`config.mk`:
```
export PLATFORM = sky130hd
export DESIGN_NAME = ieee_divider_flat
export DESIGN_NICKNAME = d
export VERILOG_FILES = /design/src/rtl/ieee_divider_if.sv /design/src/rtl/ieee_divider.sv /design/src/flat_wrapper.sv
export SDC_FILE = /design/constraint.sdc
export NUM_CORES = 1
export LEC_CHECK = 0
export ABC_AREA = 1
export BUFFER_PORTS_ARGS = -buffer_cell sky130_fd_sc_hd__buf_2
export CORE_MARGIN = 4
export CORE_UTILIZATION = 45
export CTS_CLUSTER_SIZE = 25
export DETAILED_ROUTE_END_ITERATION = 6
export PLACE_DENSITY = 0.62
export SYNTH_ARGS = -nofsm -noshare
export SYNTH_HDL_FRONTEND = slang
export SYNTH_SLANG_ARGS = --single-unit
```
`constraint.sdc`:
```
create_clock -name clk -period 5.2 [get_ports clk]
set_clock_uncertainty 0.1 [all_clocks]
set_input_delay 0.52 -clock clk [delete_from_list [all_inputs] [get_ports clk]]
set_output_delay 0.52 -clock clk [all_outputs]
set_load 0.01 [all_outputs]
```
`src/rtl/ieee_divider_if.sv`:
```
`default_nettype none
// ============================================================================
// Module   : ieee_divider_if
// Purpose  : start/done handshake and operand/result bundle for ieee_divider.
//            The dz flag exists only when IEEE_DIV_DIVZ_EN is defined.
// Revision : 1.0  initial release
// ============================================================================
interface ieee_divider_if #(
  parameter int N = 32
);
  logic         start;
  logic [N-1:0] a;
  logic [N-1:0] b;
  logic         busy;
  logic         done;
  logic [N-1:0] out;
  logic         ovrf;
  logic         undrf;
`ifdef IEEE_DIV_DIVZ_EN
  logic         dz;

  modport master (output start, a, b, input busy, done, out, ovrf, undrf, dz);
  modport slave  (input start, a, b, output busy, done, out, ovrf, undrf, dz);
`else
  modport master (output start, a, b, input busy, done, out, ovrf, undrf);
  modport slave  (input start, a, b, output busy, done, out, ovrf, undrf);
`endif
endinterface
`default_nettype wire

```
`src/rtl/ieee_divider.sv`:
```
`default_nettype none
// ============================================================================
// Module   : ieee_divider
// Purpose  : Sequential IEEE-754 divider, restoring radix-2, one quotient bit
//            per clock; truncating, flush-to-zero, saturate-to-infinity.
//            Optional IEEE_DIV_DIVZ_EN adds a separate divide-by-zero flag.
// Revision : 1.0  initial release
// ============================================================================
module ieee_divider #(
  parameter int N = 32,
  parameter int M = 23,
  parameter int E = 8,
  parameter int B = 127,
  parameter int O = 255
) (
  input  logic           clk,
  input  logic           rst,
  ieee_divider_if.slave  bus
);

  localparam int                CW       = $clog2(M + 3);
  localparam logic [CW-1:0]     CNT_INIT = CW'(M + 2);
  localparam logic [CW-1:0]     CNT_ONE  = CW'(1);
  localparam logic signed [E+1:0] EXP_BIAS = (E+2)'(B);
  localparam logic signed [E+1:0] EXP_MAX  = (E+2)'(O);
  localparam logic signed [E+1:0] EXP_ONE  = (E+2)'(1);
  localparam logic signed [E+1:0] EXP_ZERO = '0;
  localparam logic [E-1:0]      EXP_INF  = E'(O);

  typedef enum logic [1:0] {
    S_IDLE   = 2'd0,
    S_DIVIDE = 2'd1,
    S_NORM   = 2'd2,
    S_DONE   = 2'd3
  } state_t;

  state_t state, state_next;
  logic   accept;

  logic                  sign;
  logic signed [E+1:0]   exp_q;
  logic [M+1:0]          rem;
  logic [M:0]            div;
  logic [M+1:0]          quo;
  logic [CW-1:0]         cnt;
  logic [M-1:0]          mant;
  logic                  a_zero;
  logic                  b_zero;

  logic                  done_q;
  logic [N-1:0]          out_q;
  logic                  ovrf_q;
  logic                  undrf_q;

  logic [E-1:0]          ea;
  logic [E-1:0]          eb;
  logic signed [E+1:0]   exp_init;
  logic                  rem_ge;

  logic [N-1:0]          res_out;
  logic                  res_ovrf;
  logic                  res_undrf;
`ifdef IEEE_DIV_DIVZ_EN
  logic                  dz_q;
  logic                  res_dz;
`endif

  assign ea       = bus.a[N-2 -: E];
  assign eb       = bus.b[N-2 -: E];
  assign exp_init = $signed({2'b00, ea}) - $signed({2'b00, eb}) + EXP_BIAS;
  assign rem_ge   = (rem >= {1'b0, div});

  // FSM state register
  always_ff @(posedge clk or posedge rst) begin
    if (rst) begin
      state <= S_IDLE;
    end else begin
      state <= state_next;
    end
  end

  always_comb begin
    state_next = state;
    accept     = 1'b0;
    case (state)
      S_IDLE: begin
        if (bus.start) begin
          accept     = 1'b1;
          state_next = S_DIVIDE;
        end
      end
      S_DIVIDE: begin
        if (cnt == CNT_ONE) begin
          state_next = S_NORM;
        end
      end
      S_NORM:  state_next = S_DONE;
      S_DONE:  state_next = S_IDLE;
      default: state_next = S_IDLE;
    endcase
  end

  // Special operands are captured at acceptance; the iteration still runs so
  // latency never depends on the data.
  always_ff @(posedge clk or posedge rst) begin
    if (rst) begin
      sign   <= 1'b0;
      exp_q  <= '0;
      rem    <= '0;
      div    <= '0;
      quo    <= '0;
      cnt    <= '0;
      mant   <= '0;
      a_zero <= 1'b0;
      b_zero <= 1'b0;
    end else begin
      case (state)
        S_IDLE: begin
          if (accept) begin
            sign   <= bus.a[N-1] ^ bus.b[N-1];
            exp_q  <= exp_init;
            rem    <= {1'b0, 1'b1, bus.a[M-1:0]};
            div    <= {1'b1, bus.b[M-1:0]};
            quo    <= '0;
            cnt    <= CNT_INIT;
            a_zero <= (ea == '0);
            b_zero <= (eb == '0);
          end
        end
        S_DIVIDE: begin
          // Remainder after subtraction is below div, so the shifted-out MSB is always 0.
          rem <= (rem_ge ? (rem - {1'b0, div}) : rem) << 1;
          quo <= {quo[M:0], rem_ge};
          cnt <= cnt - CNT_ONE;
        end
        S_NORM: begin
          if (quo[M+1]) begin
            mant <= quo[M:1];
          end else begin
            mant  <= quo[M-1:0];
            exp_q <= exp_q - EXP_ONE;
          end
        end
        default: ;
      endcase
    end
  end

  always_comb begin
    res_out   = {sign, {E{1'b0}}, {M{1'b0}}};
    res_ovrf  = 1'b0;
    res_undrf = 1'b0;
`ifdef IEEE_DIV_DIVZ_EN
    res_dz    = 1'b0;
`endif
    if (a_zero) begin
      res_out = {sign, {E{1'b0}}, {M{1'b0}}};
    end else if (b_zero) begin
      res_out = {sign, EXP_INF, {M{1'b0}}};
`ifdef IEEE_DIV_DIVZ_EN
      res_dz   = 1'b1;
`else
      res_ovrf = 1'b1;
`endif
    end else if (exp_q >= EXP_MAX) begin
      res_out  = {sign, EXP_INF, {M{1'b0}}};
      res_ovrf = 1'b1;
    end else if (exp_q <= EXP_ZERO) begin
      res_out   = {sign, {E{1'b0}}, {M{1'b0}}};
      res_undrf = 1'b1;
    end else begin
      res_out = {sign, exp_q[E-1:0], mant};
    end
  end

  always_ff @(posedge clk or posedge rst) begin
    if (rst) begin
      done_q  <= 1'b0;
      out_q   <= '0;
      ovrf_q  <= 1'b0;
      undrf_q <= 1'b0;
`ifdef IEEE_DIV_DIVZ_EN
      dz_q    <= 1'b0;
`endif
    end else begin
      done_q <= 1'b0;
      if (state == S_DONE) begin
        done_q  <= 1'b1;
        out_q   <= res_out;
        ovrf_q  <= res_ovrf;
        undrf_q <= res_undrf;
`ifdef IEEE_DIV_DIVZ_EN
        dz_q    <= res_dz;
`endif
      end
    end
  end

  assign bus.busy  = (state != S_IDLE);
  assign bus.done  = done_q;
  assign bus.out   = out_q;
  assign bus.ovrf  = ovrf_q;
  assign bus.undrf = undrf_q;
`ifdef IEEE_DIV_DIVZ_EN
  assign bus.dz    = dz_q;
`endif

endmodule
`default_nettype wire

```
`src/flat_wrapper.sv`:
```
// flat-port wrapper written by rule: the top's interface ports become plain ports
module ieee_divider_flat 
#(
  parameter int N = 32,
  parameter int M = 23,
  parameter int E = 8,
  parameter int B = 127,
  parameter int O = 255
)
  (clk, rst, bus_start, bus_a, bus_b, bus_busy, bus_done, bus_out, bus_ovrf, bus_undrf);
  ieee_divider_if #(.N(N)) bus_i ();
  input  logic clk;
  input  logic rst;
  input wire logic [$bits(bus_i.start)-1:0] bus_start;
  input wire logic [$bits(bus_i.a)-1:0] bus_a;
  input wire logic [$bits(bus_i.b)-1:0] bus_b;
  output wire logic [$bits(bus_i.busy)-1:0] bus_busy;
  output wire logic [$bits(bus_i.done)-1:0] bus_done;
  output wire logic [$bits(bus_i.out)-1:0] bus_out;
  output wire logic [$bits(bus_i.ovrf)-1:0] bus_ovrf;
  output wire logic [$bits(bus_i.undrf)-1:0] bus_undrf;
  assign bus_i.start = bus_start;
  assign bus_i.a = bus_a;
  assign bus_i.b = bus_b;
  assign bus_busy = bus_i.busy;
  assign bus_done = bus_i.done;
  assign bus_out = bus_i.out;
  assign bus_ovrf = bus_i.ovrf;
  assign bus_undrf = bus_i.undrf;
  ieee_divider #(.N(N), .M(M), .E(E), .B(B), .O(O)) u_core (.clk(clk), .rst(rst), .bus(bus_i));
endmodule
```
==> impl_results.md, run 1 <==
* Outcome: completed
* Required time of the critical path at 5.47 ns
* Dpl cells at 1494
* Mapped Avg Cell Area at 7.669 sq um
* Sum of routed wire length over all layers at 20610 microns
* Most common cell in the netlist: sky130_fd_sc_hd__nand2_1
* Count of flip-flops with a built-in enable after synthesis at 0
* Count of antenna diodes in the layout at 0
* Worst hold path class: in2async
* Max Buffers Root-to-Sink at 2
* 1st-pass router iterations at 5
* Largest net degree at the start of global routing at 102
* Clock latency at the later pin of the worst-skew pair at 0.43 ns
* Data arrival time of the critical path at 3.86 ns
* Netlist cell types at 52
* Finish-stage setup viols at 0
* Number of resized instances in the post-cts repair step at 0
* Max rail drop VDD at 0.3085 mV
* Area growth, synth to finish at 14.79%
* Initial core utilization at 45.63%
* Fin util at 52.38%
* Number of failing hold endpoints at the final stage at 0
* Residual antenna-violating net count after detailed routing at 0
* Clock tree from TritonCTS: yes
* Number of port buffers at 102
* Time the worst path needs with I/O delays and setup at 3.593 ns
* Number of cells in the finished layout apart from fillers at 1526
* Crit Path Max Fanout at 35
* Vias per inst at 4.942
* Detailed-routing wirelength on met1 at 9978 microns
* Static Leak at 5.183 nW
* Endpoint type of the worst setup path: register
* Post-synthesis cell count at 1158
* Die extent in y at 148.5 microns
* Total negative slack for setup checks at 0 ns
* Number of global-route vias before repair at 7306
* Fin crit share at 69.10%
* Async set-reset flop share out of synthesis at 100.0%
* Worst reg2reg setup slack at 1.61 ns
* Area leader, netlist: sky130_fd_sc_hd__dfrtp_1
* Cell types with the highest counts after synthesis: 266 x sky130_fd_sc_hd__nand2_1, 191 x sky130_fd_sc_hd__inv_1, 152 x sky130_fd_sc_hd__dfrtp_1, 136 x sky130_fd_sc_hd__o21ai_0, 66 x sky130_fd_sc_hd__nor2_1
* Clock-pin transition on the worst setup and hold timing paths at 0.07 ns
* Routed met2 length at 9746 microns
* Die area at 0.02205 sq mm
* Net count after synthesis at 1268
* Worst-Margin Slew at 1.109 ns
* Final count of pins violating max slew at 0
* Maximum clock frequency at 278.3 MHz
* Capture point of the worst reg-to-reg path: u_core.exp_q[6]
* Drt first-iter violations at 384
* Global-route usage over all layers at 19.37%
* # Max-Cap Violations at 0
* Sequential element share of the synthesized area at 42.83%
* Area of the mapped netlist at 0.008881 sq mm
* Vias at 7542
* Critical Path Source: u_core.state[0]
* Buffer count from post-CTS setup fixing at 0
* Net count of the finished layout at 1358
* Global placer's final weighted congestion at 0.9192
* Setup crit start kind: register
* Global-route wire length before repair at 35160 microns
* Critical path start-end classification: reg2reg
* Leftover overflow at the end of global routing at 0
* Total power density per cell area at 700.4 mW/mm^2
* Clk sink count at 152
* Source of the worst register-to-register timing path: u_core.state[0]
* Row cnt at 51
* Wirelength per Cell at 13.50 microns
* Met3 wire len at 630 microns
* Top routing layer in use: met4
* Overall power consumption at 7.140 mW
* Most used flip-flop cell after synthesis: sky130_fd_sc_hd__dfrtp_1
* Number of hold buffers added after cts at 0
* Core outline area at 0.01946 sq mm
* Hold Worst Slack at 0.1671 ns
* Area contributors post-synth: sky130_fd_sc_hd__dfrtp_1 43%, sky130_fd_sc_hd__nand2_1 11%, sky130_fd_sc_hd__inv_1 8.1%, sky130_fd_sc_hd__o21ai_0 7.7%, sky130_fd_sc_hd__ha_1 5.9%
* Number of buffers inserted during clock tree synthesis at 17
* # IOs at 103
* Worst slew margin at 26.05%
* Warning count from the yosys run at 0
* Share of final-layout standard cells stronger than drive strength 1 at 14.75%
* Flip-flop and latch count after synthesis at 152
* Depth of the most critical reg-to-reg path at 8
* H-tree depth reported by CTS at 4
* Antenna violations before repair at 0
* Post-DP HPWL at 14710 microns
* Die outline width at 148.5 microns
* Remaining design rule violation count at 0
* Setup repair after global routing missed its margin: false
* Clock root cell: sky130_fd_sc_hd__clkbuf_16
* Area fraction of the dominant cell type after synthesis at 42.83%
stage by stage:
stage / cell area [sq um] / setup WS, ns
after global routing: 10190 / 1.203
after CTS: 10190 / 1.591
final: 10190 / 1.607
after global placement: 9590 / 1.773
after floorplan: 8881 / 0.4869
after detailed placement: 9590 / 1.609
how the worst max path moves through the flow:
stage                            endpoint  slack (ns)  cells after the start
after detailed placement  u_core.exp_q[6]        1.61                      8
final                     u_core.exp_q[6]        1.61                      8
after global placement    u_core.exp_q[6]        1.77                      8
after floorplan             u_core.a_zero        0.49                      1
after CTS                 u_core.exp_q[6]        1.59                      8
after global routing      u_core.exp_q[6]        1.20                      8
worst max-delay path, stage by stage, from the launching register on:
cell and delay, ns:
sky130_fd_sc_hd__dfrtp_1 0.41, sky130_fd_sc_hd__inv_1 0.10, sky130_fd_sc_hd__ha_1 0.90, sky130_fd_sc_hd__nor2_1 0.16
sky130_fd_sc_hd__nor3_1 0.87, sky130_fd_sc_hd__clkinv_1 0.52, sky130_fd_sc_hd__a41oi_1 0.29, sky130_fd_sc_hd__o21ai_0 0.12
sky130_fd_sc_hd__nand2_1 0.07
layout make-up:
| cell class | count | area [sq um] |
|---|---|---|
| Clock buffer | 17 | 425.4 |
| Clock inverter | 15 | 178.9 |
| Fill cell | 1873 | 9268 |
| Inverter | 202 | 763.2 |
| Multi-Input combinational cell | 767 | 4136 |
| Sequential cell | 152 | 3804 |
| Tap cell | 265 | 331.6 |
| Timing Repair Buffer | 108 | 555.5 |
per-layer routing:
layer  track usage, %  up-vias
li1                 -     3946
met1            25.81     3461
met2            32.62      115
met3            3.595       20
met4            5.127        0
met5                0        -
report_power, final:
part	total [mW]	leakage (nW)	switching (mW)	internal (mW)
logic	3.96	2.94	2.60	1.36
registers	1.95	1.96	0.252	1.70
clock network	1.23	0.288	0.582	0.650
total	7.14	5.18	3.43	3.71
flip-flops by register name (all words and copies together) (netlist names), 2 cells and up:
register and cells:
u_core.bus.out 32, u_core.quo 25, u_core.rem 25, u_core.div 24, u_core.mant 23, u_core.exp_q 10
u_core.cnt 5, u_core.state 2
cells by family after synthesis:
kind of cell               count (synthesis)  share of synthesized area, %
AOI/OAI and AO/OA                        279                         18.09
xor gates and xnor gates                  16                         1.578
adders and majority gates                 43                         6.143
DFF                                      152                         42.83
and+or+nand+nor                          429                         20.68
buffers and inverters                    239                         10.68
cells in the final DEF (no fill, tap or decap), types with 17 or more instances in the layout:
| master | netlist | layout |
|---|---|---|
| sky130_fd_sc_hd__dfrtp_1 | 152 | 152 |
| sky130_fd_sc_hd__nand2_1 | 266 | 266 |
| sky130_fd_sc_hd__o22ai_1 | 28 | 28 |
| sky130_fd_sc_hd__buf_2 | 7 | 102 |
| sky130_fd_sc_hd__nand3_1 | 48 | 48 |
| sky130_fd_sc_hd__ha_1 | 42 | 42 |
| sky130_fd_sc_hd__o21ai_0 | 136 | 136 |
| sky130_fd_sc_hd__inv_1 | 191 | 190 |
| sky130_fd_sc_hd__a21oi_1 | 60 | 60 |
| sky130_fd_sc_hd__clkbuf_16 | 0 | 17 |
| sky130_fd_sc_hd__nor2_1 | 66 | 66 |
Power figures use the tool's default switching activity.
==> inputs of run 2 (changes only) <==
--- a/config.mk
+++ b/config.mk
@@ -11,7 +11,7 @@
 export CORE_UTILIZATION = 45
 export CTS_CLUSTER_SIZE = 25
 export DETAILED_ROUTE_END_ITERATION = 6
-export PLACE_DENSITY = 0.62
+export PLACE_DENSITY = 0.65
 export SYNTH_ARGS = -nofsm -noshare
 export SYNTH_HDL_FRONTEND = slang
 export SYNTH_SLANG_ARGS = --single-unit
==> constraint.sdc (replaced) <==
create_clock -name clk -period 3.1 [get_ports clk]
set_clock_uncertainty 0.1 [all_clocks]
set_input_delay 0.31 -clock clk [delete_from_list [all_inputs] [get_ports clk]]
set_output_delay 0.31 -clock clk [all_outputs]
set_load 0.01 [all_outputs]
==> run 2 against run 1 <==
Compared with the run above: wire length shrank 0.52%; combinational power grew 70%; worst hold slack lost 0.17 ns; flip-flop and latch count is the same; worst setup slack lost 1.2 ns; sequential power grew 68%; critical path type unchanged.
==> impl_results.md, run 2 (synthesis results as in run 1) <==
* Global routing usage on met2 at 32.80%
* Number of port buffers at 102
* Number of hold buffers added after cts at 19
* Required time of the critical path at 3.30 ns
* Global-route usage over all layers at 19.54%
* Total power density per cell area at 1155 mW/mm^2
* Clk sink count at 152
* Capture point of the worst reg-to-reg path: u_core.rem[5]
* Clock-pin transition on the worst setup and hold timing paths at 0.07 ns
* Sum of routed wire length over all layers at 20500 microns
* Drt first-iter violations at 363
* Worst reg2reg setup slack at 0.36 ns
* Slowest library cell on the worst path: sky130_fd_sc_hd__o21ai_2
* Area growth, synth to finish at 17.69%
* CP cell instances: inv_1 > ha_1 > inv_2 > o21ai_2 > inv_1 > a32o_1 > inv_1 > nand2_1
* Die extent in y at 148.5 microns
* Largest register FFs at 32
* Data arrival time of the critical path at 2.94 ns
* Worst slew margin at 37.92%
* Dpl cells at 1503
* Met3 routing resource usage after global routing at 3.656%
* Time the worst path needs with I/O delays and setup at 2.738 ns
* Clock root cell: sky130_fd_sc_hd__clkbuf_16
* Fin crit share at 88.33%
* Residual antenna-violating net count after detailed routing at 0
* Die area at 0.02205 sq mm
* Finish-stage setup viols at 0
* Core outline area at 0.01946 sq mm
* H-tree depth reported by CTS at 4
* Largest net degree at the start of global routing at 153
* Worst-Margin Slew at 0.9311 ns
* Source of the worst register-to-register timing path: u_core.state[1]
* Number of buffers inserted during clock tree synthesis at 17
* # Max-Cap Violations at 0
* Number of cells in the finished layout apart from fillers at 1554
* Net count of the finished layout at 1386
* Die outline width at 148.5 microns
* Hold Worst Slack at 0.001753 ns
* Vias at 7671
* Commonest non-fill, non-tap cells in the layout: 266 x sky130_fd_sc_hd__nand2_1, 190 x sky130_fd_sc_hd__inv_1, 152 x sky130_fd_sc_hd__dfrtp_1
* Grt peak-use layer: met2
* Fin util at 53.71%
* Count of antenna diodes in the layout at 0
* Setup repair after global routing missed its margin: false
* Number of global-route vias before repair at 7485
* Max rail drop VDD at 0.4731 mV
* Wirelength per Cell at 13.19 microns
* Row cnt at 51
* Antenna violations before repair at 0
* Maximum clock frequency at 365.2 MHz
* 1st-pass router iterations at 5
* Total negative slack for setup checks at 0 ns
* Static Leak at 5.307 nW
* Number of resized instances in the post-cts repair step at 0
* Outcome: completed
* Depth of the most critical reg-to-reg path at 8
* Vias per inst at 4.936
* Post-DP HPWL at 14680 microns
* Most prevalent standard cell on the critical path: sky130_fd_sc_hd__inv_1
* Initial core utilization at 45.63%
* Clock latency at the later pin of the worst-skew pair at 0.43 ns
* Worst hold path class: in2async
* Global-route wire length before repair at 35710 microns
* Most common library cell in the layout ignoring fill and taps: sky130_fd_sc_hd__nand2_1
* Met1 usage in global routing at 26.33%
* Max Buffers Root-to-Sink at 2
* Crit Path Max Fanout at 22
* # IOs at 103
* Clock tree from TritonCTS: yes
* Final count of pins violating max slew at 0
* Critical path start-end classification: reg2reg
* Buffer count from post-CTS setup fixing at 0
* Share of final-layout standard cells stronger than drive strength 1 at 15.13%
* Endpoint type of the worst setup path: register
* Leftover overflow at the end of global routing at 0
* Global placer's final weighted congestion at 0.8896
* Remaining design rule violation count at 0
* Number of failing hold endpoints at the final stage at 0
* Setup crit start kind: register
* Largest incremental delay on the critical path at 0.75 ns
run 2: changes by cell type in the layout (fill, tap and decap cells not counted):
cell | previous run | this run
sky130_fd_sc_hd__buf_4 | 6 | 14
sky130_fd_sc_hd__clkinv_4 | 1 | 2
sky130_fd_sc_hd__o21ai_2 | 2 | 3
sky130_fd_sc_hd__o21ai_4 | 1 | 0
sky130_fd_sc_hd__inv_6 | 3 | 2
sky130_fd_sc_hd__buf_12 | 0 | 1
sky130_fd_sc_hd__inv_8 | 5 | 6
sky130_fd_sc_hd__clkinv_8 | 5 | 4
sky130_fd_sc_hd__dlygate4sd3_1 | 0 | 19
run 2: where the power goes:
group	total [mW]	internal [mW]	switching, mW
logic	6.73	2.38	4.35
registers	3.27	2.84	0.424
clock network	2.08	1.09	0.990
run 2: worst max path at each step:
stage	slack, ns	startpoint	cells past startpoint	end
floorplan	0.77	rst	1	u_core.a_zero
global placement	0.40	u_core.state[1]	8	u_core.rem[6]
detailed placement	0.38	u_core.state[1]	8	u_core.rem[2]
CTS	0.35	u_core.state[1]	8	u_core.rem[5]
global route	0.05	u_core.state[1]	8	u_core.rem[7]
finish	0.36	u_core.state[1]	8	u_core.rem[5]
run 2: routing by layer:
layer  part of all wire [%]  vias up
met5                      0        -
met4                    1.3        0
met3                    3.6       20
met2                     48      140
met1                     47     3525
li1                       -     3986
run 2: cell type report:
type	count	area (sq um)
fillers	1866	9010
clock inverters	15	175.2
inverters	202	762.0
flip-flops and latches	152	3804
well taps	265	331.6
multi-input cells	767	4129
repair buffers	136	825.8
clock buffers	17	425.4
run 2: worst max-delay path: cells and delay by family, from the launching register on:
kind,cells,cell delay (ns)
fa+ha+maj,1,0.22
flops,1,0.40
compound gates,2,1.08
simple gates,1,0.05
buf+inv,4,0.77
run 2: through the flow:
step | worst slack (ns) | area [sq um] | total power [mW]
6_report | 0.3616 | 10450 | 12.08
4_1_cts | 0.3542 | 10450 | 12.16
5_1_grt | 0.04980 | 10450 | 13.37
2_1_floorplan | 0.7731 | 8885 | 8.502
3_5_place_dp | 0.3752 | 9662 | 9.994
3_3_place_gp | 0.3983 | 9662 | 9.876
